## config.mk

```make
export PLATFORM = sky130hd
export DESIGN_NAME = arp_rx
export DESIGN_NICKNAME = d
export VERILOG_FILES = /design/src/rtl/arp_rx.sv
export SDC_FILE = /design/constraint.sdc
export NUM_CORES = 1
export LEC_CHECK = 0
export ABC_AREA = 1
export ABC_CLOCK_PERIOD_IN_PS = 4800
export CAP_MARGIN = 30
export CORE_MARGIN = 5
export CORE_UTILIZATION = 60
export CTS_CLUSTER_SIZE = 10
export DETAILED_ROUTE_END_ITERATION = 12
export HOLD_SLACK_MARGIN = 0.05
export PLACE_DENSITY = 0.83
export SLEW_MARGIN = 25
export SYNTH_ARGS = -nofsm -noshare
export SYNTH_HDL_FRONTEND = slang
export SYNTH_SLANG_ARGS = --single-unit
```

## constraint.sdc

```tcl
create_clock -name clk -period 4.8 [get_ports clk]
set_input_delay 0.72 -clock clk [delete_from_list [all_inputs] [get_ports clk]]
set_output_delay 0.72 -clock clk [all_outputs]
set_load 0.05 [all_outputs]
```

## src/rtl/arp_rx.sv

```systemverilog
// arp_rx: GMII RX ARP parser, hands the sender MAC/IP to MAC control.
// Optional build macro ARP_RX_CRC_EN adds FCS (CRC-32) checking.
module arp_rx #(
    parameter logic [47:0] LOCAL_MAC = 48'h00_0A_35_01_FE_C0,
    parameter logic [31:0] LOCAL_IP  = 32'hC0_A8_00_02,
    parameter logic [10:0] MAX_LEN   = 11'd1518
) (
    input  logic        clk,
    input  logic        rstn,
    input  logic        e_rxdv,
    input  logic [7:0]  e_rxd,
    input  logic        e_rxer,
    output logic        fs_recv,
    input  logic        fd_recv,
    output logic        arp_op,
    output logic [47:0] src_mac,
    output logic [31:0] src_ip,
    output logic [15:0] drop_cnt
);
`ifdef ARP_RX_CRC_EN
    localparam logic [10:0] MIN_LEN = 11'd46;
`else
    localparam logic [10:0] MIN_LEN = 11'd42;
`endif

    typedef enum logic [2:0] {
        S_IDLE, S_PREAM, S_BODY, S_CHK, S_HOLD, S_SKIP
    } state_t;

    state_t      r_state, w_next;
    logic [10:0] r_bcnt;
    logic        r_bad, r_bc, r_uc, r_op;
    logic [47:0] r_sha;
    logic [31:0] r_spa;
    logic        w_sfd, w_take, w_drop, w_accept, w_clr;
    logic        w_good, w_mis, w_crc_ok;
    logic [2:0]  w_maci;
    logic [1:0]  w_ipi;
    logic [7:0]  w_macb, w_ipb;

`ifdef ARP_RX_CRC_EN
    logic [31:0] r_crc;

    function automatic logic [31:0] crc_step(input logic [31:0] c,
                                             input logic [7:0]  d);
        logic [31:0] v;
        v = c ^ {24'd0, d};
        for (int i = 0; i < 8; i++)
            v = v[0] ? ((v >> 1) ^ 32'hEDB88320) : (v >> 1);
        return v;
    endfunction

    always_ff @(posedge clk or negedge rstn) begin
        if (!rstn)
            r_crc <= '1;
        else if (w_sfd)
            r_crc <= '1;
        else if (w_take)
            r_crc <= crc_step(r_crc, e_rxd);
    end

    // Running CRC over data plus FCS lands on the fixed residue
    assign w_crc_ok = (r_crc == 32'hDEBB20E3);
`else
    assign w_crc_ok = 1'b1;
`endif

    // Expected byte for the current offset of fixed-value fields
    always_comb begin
        w_maci = r_bcnt[2:0];
        w_ipi  = 2'(r_bcnt - 11'd38);
        w_macb = 8'(LOCAL_MAC >> {3'd5 - w_maci, 3'b000});
        w_ipb  = 8'(LOCAL_IP >> {2'd3 - w_ipi, 3'b000});
        w_mis  = 1'b0;
        case (r_bcnt)
            11'd12:                 w_mis = (e_rxd != 8'h08);
            11'd13:                 w_mis = (e_rxd != 8'h06);
            11'd14, 11'd17, 11'd20: w_mis = (e_rxd != 8'h00);
            11'd15:                 w_mis = (e_rxd != 8'h01);
            11'd16:                 w_mis = (e_rxd != 8'h08);
            11'd18:                 w_mis = (e_rxd != 8'h06);
            11'd19:                 w_mis = (e_rxd != 8'h04);
            11'd21:                 w_mis = (e_rxd != 8'h01) && (e_rxd != 8'h02);
            11'd38, 11'd39,
            11'd40, 11'd41:         w_mis = (e_rxd != w_ipb);
            default:                w_mis = 1'b0;
        endcase
    end

    assign w_good = (r_bc | r_uc) & ~r_bad & w_crc_ok;

    always_ff @(posedge clk or negedge rstn) begin
        if (!rstn)
            r_state <= S_IDLE;
        else
            r_state <= w_next;
    end

    always_comb begin
        w_next   = r_state;
        w_sfd    = 1'b0;
        w_take   = 1'b0;
        w_drop   = 1'b0;
        w_accept = 1'b0;
        w_clr    = 1'b0;
        unique case (r_state)
            S_IDLE: begin
                if (e_rxdv)
                    w_next = (fs_recv || e_rxd != 8'h55) ? S_SKIP : S_PREAM;
            end
            S_PREAM: begin
                if (!e_rxdv || (e_rxd != 8'h55 && e_rxd != 8'hD5))
                    w_next = S_SKIP;
                else if (e_rxd == 8'hD5) begin
                    w_sfd  = 1'b1;
                    w_next = S_BODY;
                end
            end
            S_BODY: begin
                if (e_rxer) begin
                    w_drop = 1'b1;
                    w_next = e_rxdv ? S_SKIP : S_IDLE;
                end else if (!e_rxdv) begin
                    w_drop = (r_bcnt < MIN_LEN);
                    w_next = w_drop ? S_IDLE : S_CHK;
                end else if (r_bcnt == MAX_LEN) begin
                    w_drop = 1'b1;
                    w_next = S_SKIP;
                end else
                    w_take = 1'b1;
            end
            S_CHK: begin
                w_accept = w_good;
                w_drop   = ~w_good;
                if (e_rxdv)
                    w_next = S_SKIP;
                else
                    w_next = w_good ? S_HOLD : S_IDLE;
            end
            S_HOLD: begin
                if (fd_recv) begin
                    w_clr  = 1'b1;
                    w_next = S_IDLE;
                end else if (e_rxdv)
                    w_next = S_SKIP;
            end
            S_SKIP: begin
                // A frame skipped while holding still honours the consumer
                w_clr = fs_recv & fd_recv;
                if (!e_rxdv)
                    w_next = (fs_recv && !fd_recv) ? S_HOLD : S_IDLE;
            end
            default: w_next = S_IDLE;
        endcase
    end

    always_ff @(posedge clk or negedge rstn) begin
        if (!rstn) begin
            r_bcnt   <= '0;
            r_bad    <= 1'b0;
            r_bc     <= 1'b0;
            r_uc     <= 1'b0;
            r_op     <= 1'b0;
            r_sha    <= '0;
            r_spa    <= '0;
            fs_recv  <= 1'b0;
            arp_op   <= 1'b0;
            src_mac  <= '0;
            src_ip   <= '0;
            drop_cnt <= '0;
        end else begin
            if (w_sfd) begin
                r_bcnt <= '0;
                r_bad  <= 1'b0;
                r_bc   <= 1'b1;
                r_uc   <= 1'b1;
            end else if (w_take) begin
                r_bcnt <= r_bcnt + 11'd1;
                if (r_bcnt < 11'd6) begin
                    if (e_rxd != 8'hFF)
                        r_bc <= 1'b0;
                    if (e_rxd != w_macb)
                        r_uc <= 1'b0;
                end
                if (w_mis)
                    r_bad <= 1'b1;
                if (r_bcnt == 11'd21)
                    r_op <= (e_rxd == 8'h02);
                if (r_bcnt >= 11'd22 && r_bcnt < 11'd28)
                    r_sha <= {r_sha[39:0], e_rxd};
                if (r_bcnt >= 11'd28 && r_bcnt < 11'd32)
                    r_spa <= {r_spa[23:0], e_rxd};
            end
            if (w_accept) begin
                fs_recv <= 1'b1;
                arp_op  <= r_op;
                src_mac <= r_sha;
                src_ip  <= r_spa;
            end else if (w_clr)
                fs_recv <= 1'b0;
            if (w_drop)
                drop_cnt <= drop_cnt + 16'd1;
        end
    end

endmodule

```

# == Word level (Yosys, flattened, before mapping) ==
# Cells that the tools add are included.
# op_classes
n_addsub,5
n_mul,0
n_div,0
magnitude_cmp,6
n_eq_ne,37
shifts,2
muxes,46
bitwise,6
n_reduce_logical,28
# ops
op,n
equality test 11 x 5 -> 1 bit (second input constant),6
equality test 11 x 4 -> 1 bit (second input constant),4
equality test 11 x 6 -> 1 bit (second input constant),4
2-to-1 mux 3 bit,14
right shift 36 x 6 -> 8 bit (first input constant),1
right shift 32 x 5 -> 8 bit (first input constant),1
2-to-1 mux 1 bit,25
greater-or-equal comparator 11 x 5 -> 1 bit (second input constant),2
< comparator 11 x 6 -> 1 bit (second input constant),2
2-to-1 mux 11 bit,2
case mux 3 bit (6 select lines),1
adder 16 x 1 -> 16 bit (second input constant),1
inequality test 8 x 3 -> 1 bit (second input constant),2
inequality test 8 bit,2
inequality test 8 bit (second input constant),2
AND reduction 3 bit,5
nonzero test 2 bit,6
adder 11 x 1 -> 11 bit (second input constant),1
equality test 11 bit (second input constant),1
< comparator 11 x 3 -> 1 bit (second input constant),1
< comparator 11 x 5 -> 1 bit (second input constant),1
equality test 8 x 2 -> 1 bit (second input constant),1
equality test 8 bit (second input constant),1
inequality test 8 x 1 -> 1 bit (second input constant),1
other kinds (28),43
# word_totals
ff_bits,196
latch_bits,0
mem_bits_rw,0
romBits,0
inputBits,13
output_inout_bits,98
wordCells,143
mem_count,0

# == Depth between registers and ports, before layout ==
# Gate-level depths: netlist of run 1.
# depth
word_depth,8
depth_mapped,19
mapped_depth_nobuf,19

# == Worst setup path before layout of run 1 ==
# No wires, ideal clock.
# synth_timing
path_type,register to register
startpoint,register r_bcnt[0]
endpoint,register drop_cnt[14]
setup_time_ns,0.127
arrival_time_ns,1.775
required_time_ns,4.673
slack_ns,2.897
stages_incl_launch_ff,11
path_cell_list,dfrtp_1 -> inv_1 -> ha_1 -> inv_1 -> nor2_1 -> nand3_2 -> nand3_2 -> nand3_2 -> nand2_4 -> buf_6 -> mux2_1
# synth_between
elab_chain_cells,5
word_cells_on_any_way,6
# synth_lines
item,line_no,rtl
from (decl),31,logic [10:0] r_bcnt;
from (signal assigned),178,r_bcnt <= r_bcnt + 11'd1;
branches (longest 2 deep; another with < comparator 11 x 6 -> 1 bit),-,
2-to-1 mux 1 bit *,123,end else if (!e_rxdv) begin
2-to-1 mux 1 bit *,120,if (e_rxer) begin
case mux 1 bit (2 select lines) *,106,unique case (r_state)
to (signal assigned),202,drop_cnt <= drop_cnt + 16'd1;
to (decl),18,output logic [15:0] drop_cnt
# Mark *: on every way between the ends.
# A chain may end at the register's enable or synchronous reset.

# == Worst setup path after layout of run 1 ==
# layout_timing
startpoint,register r_bcnt[0]
endpoint,register r_sha[3]
# layout_between
elab_chain_cells,6
word_cells_on_any_way,9
# layout_lines
item,line_no,rtl
equality test 11 bit,126,end else if (r_bcnt == MAX_LEN) begin
2-to-1 mux 1 bit,126,
2-to-1 mux 1 bit,123,
2-to-1 mux 1 bit,120,
2-to-1 mux 1 bit,106,
AND reduction 3 bit (no line) *,-,
to (signal assigned),190,"r_sha <= {r_sha[39:0], e_rxd};"
to (decl),33,logic [47:0] r_sha;
# Mark *: on every way between the ends. The rest lies on a longest branch, timed or not.

==> out/summary.json, run 1 <==
{
  "first_global_vias": {"value": 6306},
  "crit_type": {"value": "register to register"},
  "antenna_violating_nets_post_route": {"value": 0},
  "drt_drc_violations_left": {"value": 0},
  "cts.sink_count": {"value": 196},
  "floorplan.rows": {"value": 44},
  "setup_tns": {"value": 0, "unit": "ns"},
  "yosys.area.top_type": {"value": "sky130_fd_sc_hd__dfrtp_1"},
  "synth_largest_type_area_fraction": {"value": 56.6, "unit": "%"},
  "multi_input_area": {"value": 3140, "unit": "um2"},
  "unrepaired_setup_endpoints_after_global_routing": {"value": "false"},
  "dieArea": {"value": 16900, "unit": "um2"},
  "seq_area_frac_synth": {"value": 56.6, "unit": "%"},
  "grt_overflow_total": {"value": 0},
  "post_route_cells_drive_above_1_share": {"value": 8.94, "unit": "%"},
  "ff2ff_path_depth": {"value": 11},
  "synth_area_leaders": {"value": "sky130_fd_sc_hd__dfrtp_1, sky130_fd_sc_hd__nand2_1, sky130_fd_sc_hd__o21ai_0, sky130_fd_sc_hd__o21ai_1, sky130_fd_sc_hd__inv_1"},
  "final_setup_viols": {"value": 0},
  "cts_tree": {"value": "yes"},
  "tritoncts_buffers": {"value": 17},
  "slew_violations": {"value": 0},
  "post_cts.resized_instances": {"value": 0},
  "io-pin-count": {"value": 111},
  "htree_num_levels": {"value": 4},
  "dp_cells": {"value": 1215},
  "grt_max_degree": {"value": 144},
  "cp-end-kind": {"value": "register"},
  "fillers": {"value": 1037},
  "leakagePower": {"value": 4.67, "unit": "nW"},
  "result_of_the_run": {"value": "finished clean"},
  "vdd_ir_drop_max": {"value": 0.207, "unit": "mV"},
  "die-height": {"value": 130, "unit": "um"},
  "post_synth_num_cell_types": {"value": 37},
  "p_per_area": {"value": 317, "unit": "nW/um2"},
  "relSlewSlack": {"value": 39.4, "unit": "%"},
  "netlist_area": {"value": 8660, "unit": "um2"},
  "final_critical_path_share_of_the_clock_period": {"value": 58.0, "unit": "%"},
  "vias_per_cell": {"value": 5.38},
  "grt_first_pass_wirelength": {"value": 31.0, "unit": "mm"},
  "wirelength": {"value": 18.3, "unit": "mm"},
  "initial_core_utilization": {"value": 60.3, "unit": "%"},
  "number_of_nets_produced_by_synthesis": {"value": 974},
  "drt_iter0_markers": {"value": 587},
  "report.power.total": {"value": 3.32, "unit": "mW"},
  "layout.nets": {"value": 1072},
  "post-cts-setup-buffers": {"value": 0},
  "post_cts_hold_buffer_count": {"value": 0},
  "area.sequential": {"value": 4900, "unit": "um2"},
  "startpoint_type": {"value": "register"},
  "cts.root.buffer_cell": {"value": "sky130_fd_sc_hd__clkbuf_16"},
  "core-area": {"value": 14400, "unit": "um2"},
  "antenna_cells": {"value": 0},
  "wire_per_inst": {"value": 14.7, "unit": "um"},
  "via_total_after_detailed_routing": {"value": 6708},
  "critPathMaxFanout": {"value": 96},
  "cts.path.max_buffers": {"value": 2},
  "syn_inst": {"value": 952},
  "hold_viol": {"value": 0},
  "timing.critical_path.arrival": {"value": 3.10, "unit": "ns"},
  "synth-seq-cells": {"value": 196},
  "worst_skew_pair.late_latency": {"value": 0.43, "unit": "ns"},
  "timing.critical_path.required": {"value": 5.12, "unit": "ns"},
  "routability_cong": {"value": 0.922},
  "antenna_found_initial": {"value": 0},
  "max_capacitance_violation_total": {"value": 0},
  "drt_pass1_iterations": {"value": 6},
  "yosys_warnings": {"value": 0},
  "finalNonFillerCells": {"value": 1247},
  "cts.reportedPaths.clkPinSlew": {"value": 0.07, "unit": "ns"},
  "area_growth_syn_to_layout": {"value": 21.2, "unit": "%"},
  "numPortBuffers": {"value": 110},
  "dp_hpwl": {"value": 12.5, "unit": "mm"},
  "syn_area_per_cell": {"value": 9.09, "unit": "um2"},
  "global_route.usage.total": {"value": 23.0, "unit": "%"},
  "period_minus_slack": {"value": 2.79, "unit": "ns"},
  "timing_worst_slew_pin_value": {"value": 0.909, "unit": "ns"},
  "fin_skew": {"value": 0.0102, "unit": "ns"},
  "overall_die_width": {"value": 130, "unit": "um"},
  "achievable-frequency": {"value": 359, "unit": "MHz"},
  "min_path_type": {"value": "input pin to async pin"}
}
==> area by class of cell <==
type                            instances  area share, %
Multi-Input combinational cell        605           29.9
Inverter                              116           4.15
Clock buffer                           17           4.05
Clock inverter                         15           1.68
Sequential cell                       196           46.8
Timing Repair Buffer                  114           11.3
Tap cell                              184           2.19
==> sequential cells by signal (all words and copies together) (netlist names), 3 cells and up <==
name      cells
drop_cnt     16
src_mac      48
r_sha        48
r_bcnt       11
r_state       3
r_spa        32
src_ip       32
==> cell usage in the layout, fill, tap and decap left out, drive strengths merged <==
cell type,n
nand2,244
dfrtp,196
o21ai,169
inv,120
clkdlybuf4s50,109
nor2,47
nand3,44
mux2,21
clkbuf,18
xor2,16
nor3,16
nand4,11
ha,9
nor4,8
a21oi,8
clkinv,5
clkinvlp,4
buf,4
xnor2,2
o31ai,2
bufinv,2
nand3b,1
o22ai,1
a221oi,1
o2111ai,1
a31oi,1
a211oi,1
mux2i,1
o2111a,1
==> cells in the mapped netlist (all sizes together) <==
cell type,count
o22ai,1
o2111a,1
o21ai,169
a21oi,8
nor2,47
o2111ai,1
nand3b,1
ha,9
buf,24
xor2,16
a211oi,1
a31oi,1
nand3,44
xnor2,2
mux2,21
nand2,244
o31ai,2
mux2i,1
dfrtp,196
clkbuf,11
nor4,8
nor3,16
inv,116
a221oi,1
nand4,11
==> where the power goes <==
group          internal, mW  switching (mW)  total, mW
Clock                 0.783           0.648       1.43
Combinational        0.0608           0.141      0.201
Sequential             1.67          0.0220       1.69
==> worst max-delay path: stages (launching register included) <==
cell and delay [ns]:
sky130_fd_sc_hd__dfrtp_1 0.45, sky130_fd_sc_hd__inv_1 0.20, sky130_fd_sc_hd__ha_1 0.20, sky130_fd_sc_hd__inv_1 0.10
sky130_fd_sc_hd__nor2_1 0.16, sky130_fd_sc_hd__nand3_2 0.15, sky130_fd_sc_hd__nand4_4 0.17, sky130_fd_sc_hd__nor2_1 0.09
sky130_fd_sc_hd__o2111ai_4 0.06, sky130_fd_sc_hd__buf_4 0.72, sky130_fd_sc_hd__nand2_1 0.17, sky130_fd_sc_hd__o21ai_1 0.18
==> stage by stage <==
stage	utilization (%)	cell area (um2)	worst slack, ns	hold slack [ns]
after floorplan	-	8660	2.90	0.424
after global placement	68.6	9860	1.88	0.464
after detailed placement	68.8	9890	1.95	0.473
after CTS	73.0	10500	2.04	0.340
after global routing	73.0	10500	1.83	0.352
final	73.0	10500	2.01	0.302
==> cells by family (layout without fill, tap and decap cells) <==
group           after synthesis  in the layout  share of synthesized area (%)
compound gates              185            185                           11.0
xor+xnor                     18             18                           1.82
fa+ha+maj                     9              9                           1.30
buf+inv                     151            262                           7.36
flops                       196            196                           56.6
mux                          22             22                           2.85
simple gates                371            371                           19.0
==> routing by layer <==
layer	up-vias	GRT usage (%)	wire length [um]
met2	177	36.2	8890
met3	21	4.63	934
met4	0	5.56	220
met5	-	0	0
met1	3212	33.3	8280
li1	3298	-	-
==> path summary, 6_finish.rpt <==
kind | startpoint | endpoint | slack (ns)
hold reg to reg | r_sha[5] | r_sha[5] | 0.49
hold / removal | rstn | src_mac[41] | 0.30
min in group clk | r_sha[5] | r_sha[5] | 0.49
setup reg to reg | r_bcnt[0] | r_sha[3] | 2.01
setup / recovery | r_bcnt[0] | r_sha[3] | 2.01
max in group asynchronous | rstn | src_ip[1] | 3.71
Note: power is estimated with default switching activity, not from simulation.
==> run 2, diff against run 1 <==
--- a/config.mk
+++ b/config.mk
@@ -6,14 +6,14 @@
 export NUM_CORES = 1
 export LEC_CHECK = 0
 export ABC_AREA = 1
-export ABC_CLOCK_PERIOD_IN_PS = 4800
+export ABC_CLOCK_PERIOD_IN_PS = 2900
 export CAP_MARGIN = 30
 export CORE_MARGIN = 5
-export CORE_UTILIZATION = 60
+export CORE_UTILIZATION = 55
 export CTS_CLUSTER_SIZE = 10
 export DETAILED_ROUTE_END_ITERATION = 12
 export HOLD_SLACK_MARGIN = 0.05
-export PLACE_DENSITY = 0.83
+export PLACE_DENSITY = 0.76
 export SLEW_MARGIN = 25
 export SYNTH_ARGS = -nofsm -noshare
 export SYNTH_HDL_FRONTEND = slang
==> constraint.sdc (replaced) <==
create_clock -name clk -period 2.9 [get_ports clk]
set_input_delay 0.435 -clock clk [delete_from_list [all_inputs] [get_ports clk]]
set_output_delay 0.435 -clock clk [all_outputs]
set_load 0.05 [all_outputs]
==> out/summary.json, run 2 (synthesized netlist as in run 1, its figures left out) <==
{
  "cts_tree": {"value": "yes"},
  "p_per_area": {"value": 509, "unit": "nW/um2", "change": "+61%"},
  "hold_viol": {"value": 0, "change": "unchanged"},
  "overall_die_width": {"value": 135, "unit": "um", "change": "+4.1%"},
  "final.setup.worst_slack": {"value": 0.650, "unit": "ns", "change": "-1.36 ns"},
  "antenna_violating_nets_post_route": {"value": 0, "change": "unchanged"},
  "drt_pass1_iterations": {"value": 5, "change": "-1"},
  "cts.root.buffer_cell": {"value": "sky130_fd_sc_hd__clkbuf_16"},
  "antenna_cells": {"value": 0, "change": "unchanged"},
  "unrepaired_setup_endpoints_after_global_routing": {"value": "false"},
  "finish.instance_area": {"value": 10500, "unit": "um2", "change": "+0.39%"},
  "final_critical_path_share_of_the_clock_period": {"value": 77.6, "unit": "%", "change": "+20 points"},
  "finalNonFillerCells": {"value": 1280, "change": "+2.6%"},
  "post-cts-setup-buffers": {"value": 0, "change": "unchanged"},
  "wirelength": {"value": 18.8, "unit": "mm", "change": "+2.4%"},
  "routability_cong": {"value": 0.954, "change": "+3.4%"},
  "core-area": {"value": 15300, "unit": "um2", "change": "+6.6%"},
  "reg2reg_setup_slack": {"value": 0.65, "unit": "ns", "change": "-1.36 ns"},
  "post_cts_hold_buffer_count": {"value": 0, "change": "unchanged"},
  "vdd_ir_drop_max": {"value": 0.413, "unit": "mV", "change": "+100%"},
  "achievable-frequency": {"value": 444, "unit": "MHz", "change": "+24%"},
  "layout.nets": {"value": 1078, "change": "+0.56%"},
  "reg2reg_from": {"value": "r_bcnt[0]"},
  "period_minus_slack": {"value": 2.25, "unit": "ns", "change": "-0.536 ns"},
  "final_core_utilization": {"value": 68.8, "unit": "%", "change": "-4.2 points"},
  "commonest_non_fill_non_tap_cells_in_the_layout": {"value": "sky130_fd_sc_hd__nand2_1, sky130_fd_sc_hd__dfrtp_1, sky130_fd_sc_hd__clkdlybuf4s50_1, sky130_fd_sc_hd__inv_1, sky130_fd_sc_hd__o21ai_0"},
  "critPathMaxFanout": {"value": 96, "change": "unchanged"},
  "min_path_type": {"value": "input pin to async pin"},
  "final_setup_viols": {"value": 0, "change": "unchanged"},
  "timing_worst_slew_pin_value": {"value": 0.725, "unit": "ns", "change": "-0.184 ns"},
  "ff2ff_path_depth": {"value": 11, "change": "unchanged"},
  "dieArea": {"value": 18400, "unit": "um2", "change": "+8.4%"},
  "startpoint_type": {"value": "register"},
  "wire_per_inst": {"value": 14.7, "unit": "um", "change": "-0.24%"},
  "placed_cell_area": {"value": 9970, "unit": "um2", "change": "+0.81%"},
  "io-pin-count": {"value": 111, "change": "unchanged"},
  "report.power.total": {"value": 5.36, "unit": "mW", "change": "+62%"},
  "post_route_cells_drive_above_1_share": {"value": 9.35, "unit": "%", "change": "+0.42 points"},
  "slew_violations": {"value": 0, "change": "unchanged"},
  "drt_iter0_markers": {"value": 364, "change": "-38%"},
  "result_of_the_run": {"value": "finished clean"},
  "leakagePower": {"value": 4.68, "unit": "nW", "change": "+0.21%"},
  "timing.critical_path.required": {"value": 3.20, "unit": "ns", "change": "-1.92 ns"},
  "largestRegisters": {"value": "r_sha x48, src_mac x48"},
  "cts.reportedPaths.clkPinSlew": {"value": 0.07, "unit": "ns", "change": "about the same"},
  "grt_max_degree": {"value": 97, "change": "-33%"},
  "layout_commonest_cell": {"value": "sky130_fd_sc_hd__nand2_1"},
  "max_capacitance_violation_total": {"value": 0, "change": "unchanged"},
  "antenna_found_initial": {"value": 0, "change": "unchanged"},
  "dp_cells": {"value": 1248, "change": "+2.7%"},
  "initial_core_utilization": {"value": 56.5, "unit": "%", "change": "-3.7 points"},
  "drt_drc_violations_left": {"value": 0, "change": "unchanged"},
  "htree_num_levels": {"value": 4, "change": "unchanged"},
  "post_cts.resized_instances": {"value": 0, "change": "unchanged"},
  "area_growth_syn_to_layout": {"value": 21.6, "unit": "%"},
  "cp-end-kind": {"value": "register"},
  "grt_first_pass_wirelength": {"value": 31.6, "unit": "mm", "change": "+1.8%"},
  "setup_tns": {"value": 0, "unit": "ns", "change": "unchanged"},
  "tritoncts_buffers": {"value": 17, "change": "unchanged"},
  "first_global_vias": {"value": 6270, "change": "-0.57%"},
  "vias_per_cell": {"value": 5.21, "change": "-3.1%"},
  "worst_r2r_endpoint": {"value": "r_sha[43]"},
  "dp_hpwl": {"value": 13.3, "unit": "mm", "change": "+6.9%"},
  "numPortBuffers": {"value": 110, "change": "unchanged"},
  "fin_skew": {"value": 0.00934, "unit": "ns", "change": "-0.000908 ns"},
  "global_route.usage.total": {"value": 21.4, "unit": "%", "change": "-1.6 points"},
  "relSlewSlack": {"value": 51.7, "unit": "%", "change": "+12 points"},
  "crit_type": {"value": "register to register"},
  "timing.hold.ws": {"value": 0.0626, "unit": "ns", "change": "-0.239 ns"},
  "detailedPlace.worstSlack": {"value": 0.512, "unit": "ns", "change": "-1.44 ns"},
  "cts.sink_count": {"value": 196, "change": "unchanged"},
  "worst_skew_pair.late_latency": {"value": 0.43, "unit": "ns", "change": "about the same"},
  "timing.critical_path.arrival": {"value": 2.55, "unit": "ns", "change": "-0.55 ns"},
  "via_total_after_detailed_routing": {"value": 6672, "change": "-0.54%"},
  "cts.path.max_buffers": {"value": 2, "change": "unchanged"},
  "floorplan.rows": {"value": 45, "change": "+2.3%"},
  "grt_overflow_total": {"value": 0, "change": "unchanged"},
  "die-height": {"value": 135, "unit": "um", "change": "+4.1%"}
}
[run 2: worst max-delay path, cell delays in order (launching register included)]
cell and delay (ns):
sky130_fd_sc_hd__dfrtp_1 0.42, sky130_fd_sc_hd__inv_1 0.15, sky130_fd_sc_hd__ha_1 0.24, sky130_fd_sc_hd__inv_1 0.12
sky130_fd_sc_hd__nor2_1 0.08, sky130_fd_sc_hd__nand3_2 0.11, sky130_fd_sc_hd__nand4_4 0.16, sky130_fd_sc_hd__nor2_1 0.23
sky130_fd_sc_hd__o2111ai_4 0.15, sky130_fd_sc_hd__buf_12 0.25, sky130_fd_sc_hd__nand2_1 0.11, sky130_fd_sc_hd__o21ai_1 0.07
[run 2: worst max-delay path by stage]
stage / start / to / depth (start not counted)
floorplan: r_bcnt[0] / drop_cnt[14] / 10
CTS: r_bcnt[0] / r_sha[35] / 11
finish: r_bcnt[0] / r_sha[43] / 11
global placement: e_rxd[0] / r_bcnt[9] / 11
detailed placement: e_rxd[0] / r_bcnt[9] / 11
global route: r_bcnt[0] / r_bcnt[8] / 12
[run 2: area by class of cell]
class / count / area, um2
fill: 1292 / 4780
clock inverter: 13 / 120
sequential: 196 / 4900
multi-input combinational: 605 / 3140
inverter: 116 / 435
tap: 211 / 264
timing repair buffer: 120 / 1230
clock buffer: 19 / 443
[run 2: where the power goes]
group,switching (mW),internal [mW],total [mW]
Clock,1.08,1.15,2.23
Sequential,0.0355,2.76,2.79
Combinational,0.236,0.103,0.338
Total,1.35,4.01,5.36
[run 2: metal layers]
metal | global-route usage (%) | share of wire, %
met5 | 0 | 0
met4 | 5.54 | 1.3
met3 | 4.12 | 4.3
met2 | 33.7 | 48
met1 | 30.9 | 46
==> run 3, diff against run 2 <==
--- a/config.mk
+++ b/config.mk
@@ -6,7 +6,7 @@
 export NUM_CORES = 1
 export LEC_CHECK = 0
 export ABC_AREA = 1
-export ABC_CLOCK_PERIOD_IN_PS = 2900
+export ABC_CLOCK_PERIOD_IN_PS = 2300
 export CAP_MARGIN = 30
 export CORE_MARGIN = 5
 export CORE_UTILIZATION = 55
==> constraint.sdc (replaced) <==
create_clock -name clk -period 2.3 [get_ports clk]
set_input_delay 0.345 -clock clk [delete_from_list [all_inputs] [get_ports clk]]
set_output_delay 0.345 -clock clk [all_outputs]
set_load 0.05 [all_outputs]
==> out/summary.json, run 3 (synthesized netlist as in run 1, its figures left out) <==
{
  "power.clock.fraction": {"value": 43.1, "unit": "%", "change": "+1.5 points"},
  "timing_worst_slew_pin_value": {"value": 0.563, "unit": "ns", "change": "-0.162 ns"},
  "global_route.usage.total": {"value": 21.7, "unit": "%", "change": "+0.30 points"},
  "detailedPlace.worstSlack": {"value": 0.118, "unit": "ns", "change": "-0.394 ns"},
  "cts.path.max_buffers": {"value": 2, "change": "unchanged"},
  "grt_max_degree": {"value": 63, "change": "-35%"},
  "reg2reg_setup_slack": {"value": 0.14, "unit": "ns", "change": "-0.51 ns"},
  "grt_first_pass_wirelength": {"value": 32.0, "unit": "mm", "change": "+1.5%"},
  "power.switching": {"value": 1.66, "unit": "mW", "change": "+23%"},
  "final.setup.worst_slack": {"value": 0.135, "unit": "ns", "change": "-0.515 ns"},
  "via_total_after_detailed_routing": {"value": 6852, "change": "+2.7%"},
  "antenna_cells": {"value": 0, "change": "unchanged"},
  "setup_tns": {"value": 0, "unit": "ns", "change": "unchanged"},
  "timing.critical_path.arrival": {"value": 2.47, "unit": "ns", "change": "-0.08 ns"},
  "cts_tree": {"value": "yes"},
  "dieArea": {"value": 18400, "unit": "um2", "change": "unchanged"},
  "timing.critical_path.required": {"value": 2.61, "unit": "ns", "change": "-0.59 ns"},
  "final_core_utilization": {"value": 70.7, "unit": "%", "change": "+1.9 points"},
  "final_critical_path_share_of_the_clock_period": {"value": 94.1, "unit": "%", "change": "+17 points"},
  "tritoncts_buffers": {"value": 17, "change": "unchanged"},
  "layout_commonest_cell": {"value": "sky130_fd_sc_hd__nand2_1"},
  "post_route_cells_drive_above_1_share": {"value": 11.7, "unit": "%", "change": "+2.3 points"},
  "startpoint_type": {"value": "register"},
  "unrepaired_setup_endpoints_after_global_routing": {"value": "false"},
  "area_growth_syn_to_layout": {"value": 25.0, "unit": "%"},
  "slew_violations": {"value": 0, "change": "unchanged"},
  "io-pin-count": {"value": 111, "change": "unchanged"},
  "core-area": {"value": 15300, "unit": "um2", "change": "unchanged"},
  "wire_per_inst": {"value": 14.5, "unit": "um", "change": "-1.3%"},
  "max_capacitance_violation_total": {"value": 0, "change": "unchanged"},
  "post-cts-setup-buffers": {"value": 0, "change": "unchanged"},
  "final_setup_viols": {"value": 0, "change": "unchanged"},
  "vdd_ir_drop_max": {"value": 0.527, "unit": "mV", "change": "+28%"},
  "period_minus_slack": {"value": 2.16, "unit": "ns", "change": "-0.0851 ns"},
  "htree_num_levels": {"value": 4, "change": "unchanged"},
  "critPathMaxFanout": {"value": 7, "change": "-93%"},
  "cts.reportedPaths.clkPinSlew": {"value": 0.07, "unit": "ns", "change": "about the same"},
  "p_sw_share": {"value": 23.8, "unit": "%", "change": "-1.4 points"},
  "cts.sink_count": {"value": 196, "change": "unchanged"},
  "layout.nets": {"value": 1104, "change": "+2.4%"},
  "cts.root.buffer_cell": {"value": "sky130_fd_sc_hd__clkbuf_16"},
  "first_global_vias": {"value": 6587, "change": "+5.1%"},
  "min_path_type": {"value": "input pin to async pin"},
  "leakagePower": {"value": 4.85, "unit": "nW", "change": "+3.6%"},
  "largestRegisters": {"value": "r_sha x48, src_mac x48"},
  "floorplan.rows": {"value": 45, "change": "unchanged"},
  "numPortBuffers": {"value": 110, "change": "unchanged"},
  "routability_cong": {"value": 0.944, "change": "-1.0%"},
  "worst_skew_pair.late_latency": {"value": 0.43, "unit": "ns", "change": "about the same"},
  "drt_drc_violations_left": {"value": 0, "change": "unchanged"},
  "share_seq_of_total_power": {"value": 50.4, "unit": "%", "change": "-1.7 points"},
  "pwr-share-comb": {"value": 6.5, "unit": "%", "change": "+0.2 points"},
  "grt_overflow_total": {"value": 0, "change": "unchanged"},
  "crit_type": {"value": "register to register"},
  "drt_iter0_markers": {"value": 514, "change": "+41%"},
  "commonest_non_fill_non_tap_cells_in_the_layout": {"value": "sky130_fd_sc_hd__nand2_1, sky130_fd_sc_hd__dfrtp_1, sky130_fd_sc_hd__clkdlybuf4s50_1, sky130_fd_sc_hd__inv_1, sky130_fd_sc_hd__o21ai_0"},
  "vias_per_cell": {"value": 5.25, "change": "+0.65%"},
  "fin_skew": {"value": 0.0103, "unit": "ns", "change": "+0.000936 ns"},
  "hold_viol": {"value": 0, "change": "unchanged"},
  "initial_core_utilization": {"value": 56.5, "unit": "%", "change": "unchanged"},
  "result_of_the_run": {"value": "finished clean"},
  "antenna_violating_nets_post_route": {"value": 0, "change": "unchanged"},
  "relSlewSlack": {"value": 62.3, "unit": "%", "change": "+11 points"},
  "cp-end-kind": {"value": "register"},
  "overall_die_width": {"value": 135, "unit": "um", "change": "unchanged"},
  "report.power.total": {"value": 6.99, "unit": "mW", "change": "+30%"},
  "wirelength": {"value": 18.9, "unit": "mm", "change": "+0.69%"},
  "fillers": {"value": 1217, "change": "-5.8%"},
  "achievable-frequency": {"value": 462, "unit": "MHz", "change": "+3.9%"},
  "p_per_area": {"value": 646, "unit": "nW/um2", "change": "+27%"},
  "dp_hpwl": {"value": 13.7, "unit": "mm", "change": "+2.8%"},
  "die-height": {"value": 135, "unit": "um", "change": "unchanged"},
  "p_int": {"value": 5.33, "unit": "mW", "change": "+33%"},
  "drt_pass1_iterations": {"value": 5, "change": "unchanged"},
  "antenna_found_initial": {"value": 0, "change": "unchanged"}
}
run 3: critical path: stages (launching register included):
cell                      delay [ns]
sky130_fd_sc_hd__dfrtp_1        0.45
sky130_fd_sc_hd__ha_1           0.24
sky130_fd_sc_hd__inv_1          0.14
sky130_fd_sc_hd__nor2_1         0.08
sky130_fd_sc_hd__nand3_2        0.13
sky130_fd_sc_hd__nand3_2        0.12
sky130_fd_sc_hd__nor2_4         0.22
sky130_fd_sc_hd__nand3_1        0.16
sky130_fd_sc_hd__nor2_1         0.22
sky130_fd_sc_hd__nand2_1        0.10
sky130_fd_sc_hd__o21ai_1        0.13
sky130_fd_sc_hd__a21oi_1        0.05
run 3: layout make-up:
| type | instances | area [um2] | share of cell area [%] |
|---|---|---|---|
| clock buffers | 19 | 453 | 4.19 |
| clock inverters | 13 | 161 | 1.49 |
| inverters | 116 | 435 | 4.02 |
| multi-input cells | 605 | 3140 | 29.0 |
| flip-flops and latches | 196 | 4900 | 45.3 |
| well taps | 211 | 264 | 2.44 |
| repair buffers | 146 | 1470 | 13.5 |
run 3: timing repair:
item                                    CTS  global route
endpoints found under the setup margin    0             1
gates resized for setup                   0             2
hold endpoints to repair                 54             0
hold buffers                              1             0
run 3: per-layer routing:
layer  wire (um)  global-route usage (%)
met1        8530                    30.4
met2        8950                    34.2
met3        1020                    4.53
met4         394                    7.00
met5           0                       0
run 3: path summary, 6_finish.rpt:
kind                       cells after the start           to  startpoint
setup / recovery                              11    r_bcnt[8]   r_bcnt[1]
hold / removal                                 2  src_mac[40]        rstn
setup reg to reg                              11    r_bcnt[8]   r_bcnt[1]
hold reg to reg                                2   src_mac[0]  src_mac[0]
max in group asynchronous                      3   src_ip[13]        rstn
min in group clk                               2   src_mac[0]  src_mac[0]
run 3: per-stage QoR:
stage | cell area, um2 | hold WS [ns] | cells
2_1_floorplan | 8660 | 0.0494 | 952
3_3_place_gp | 10200 | 0.364 | 1273
3_5_place_dp | 10200 | 0.365 | 1273
4_1_cts | 10800 | 0.468 | 1306
5_1_grt | 10800 | 0.512 | 1306
6_report | 10800 | 0.463 | 1306
run 3: power groups by stage:
stage,Clock (mW),Combinational (mW),Sequential (mW)
after floorplan,0,0.249,3.58
after detailed placement,0,0.453,3.59
after global routing,3.24,0.519,3.53
final,3.01,0.452,3.52
after CTS,3.09,0.454,3.52
after global placement,0,0.453,3.59
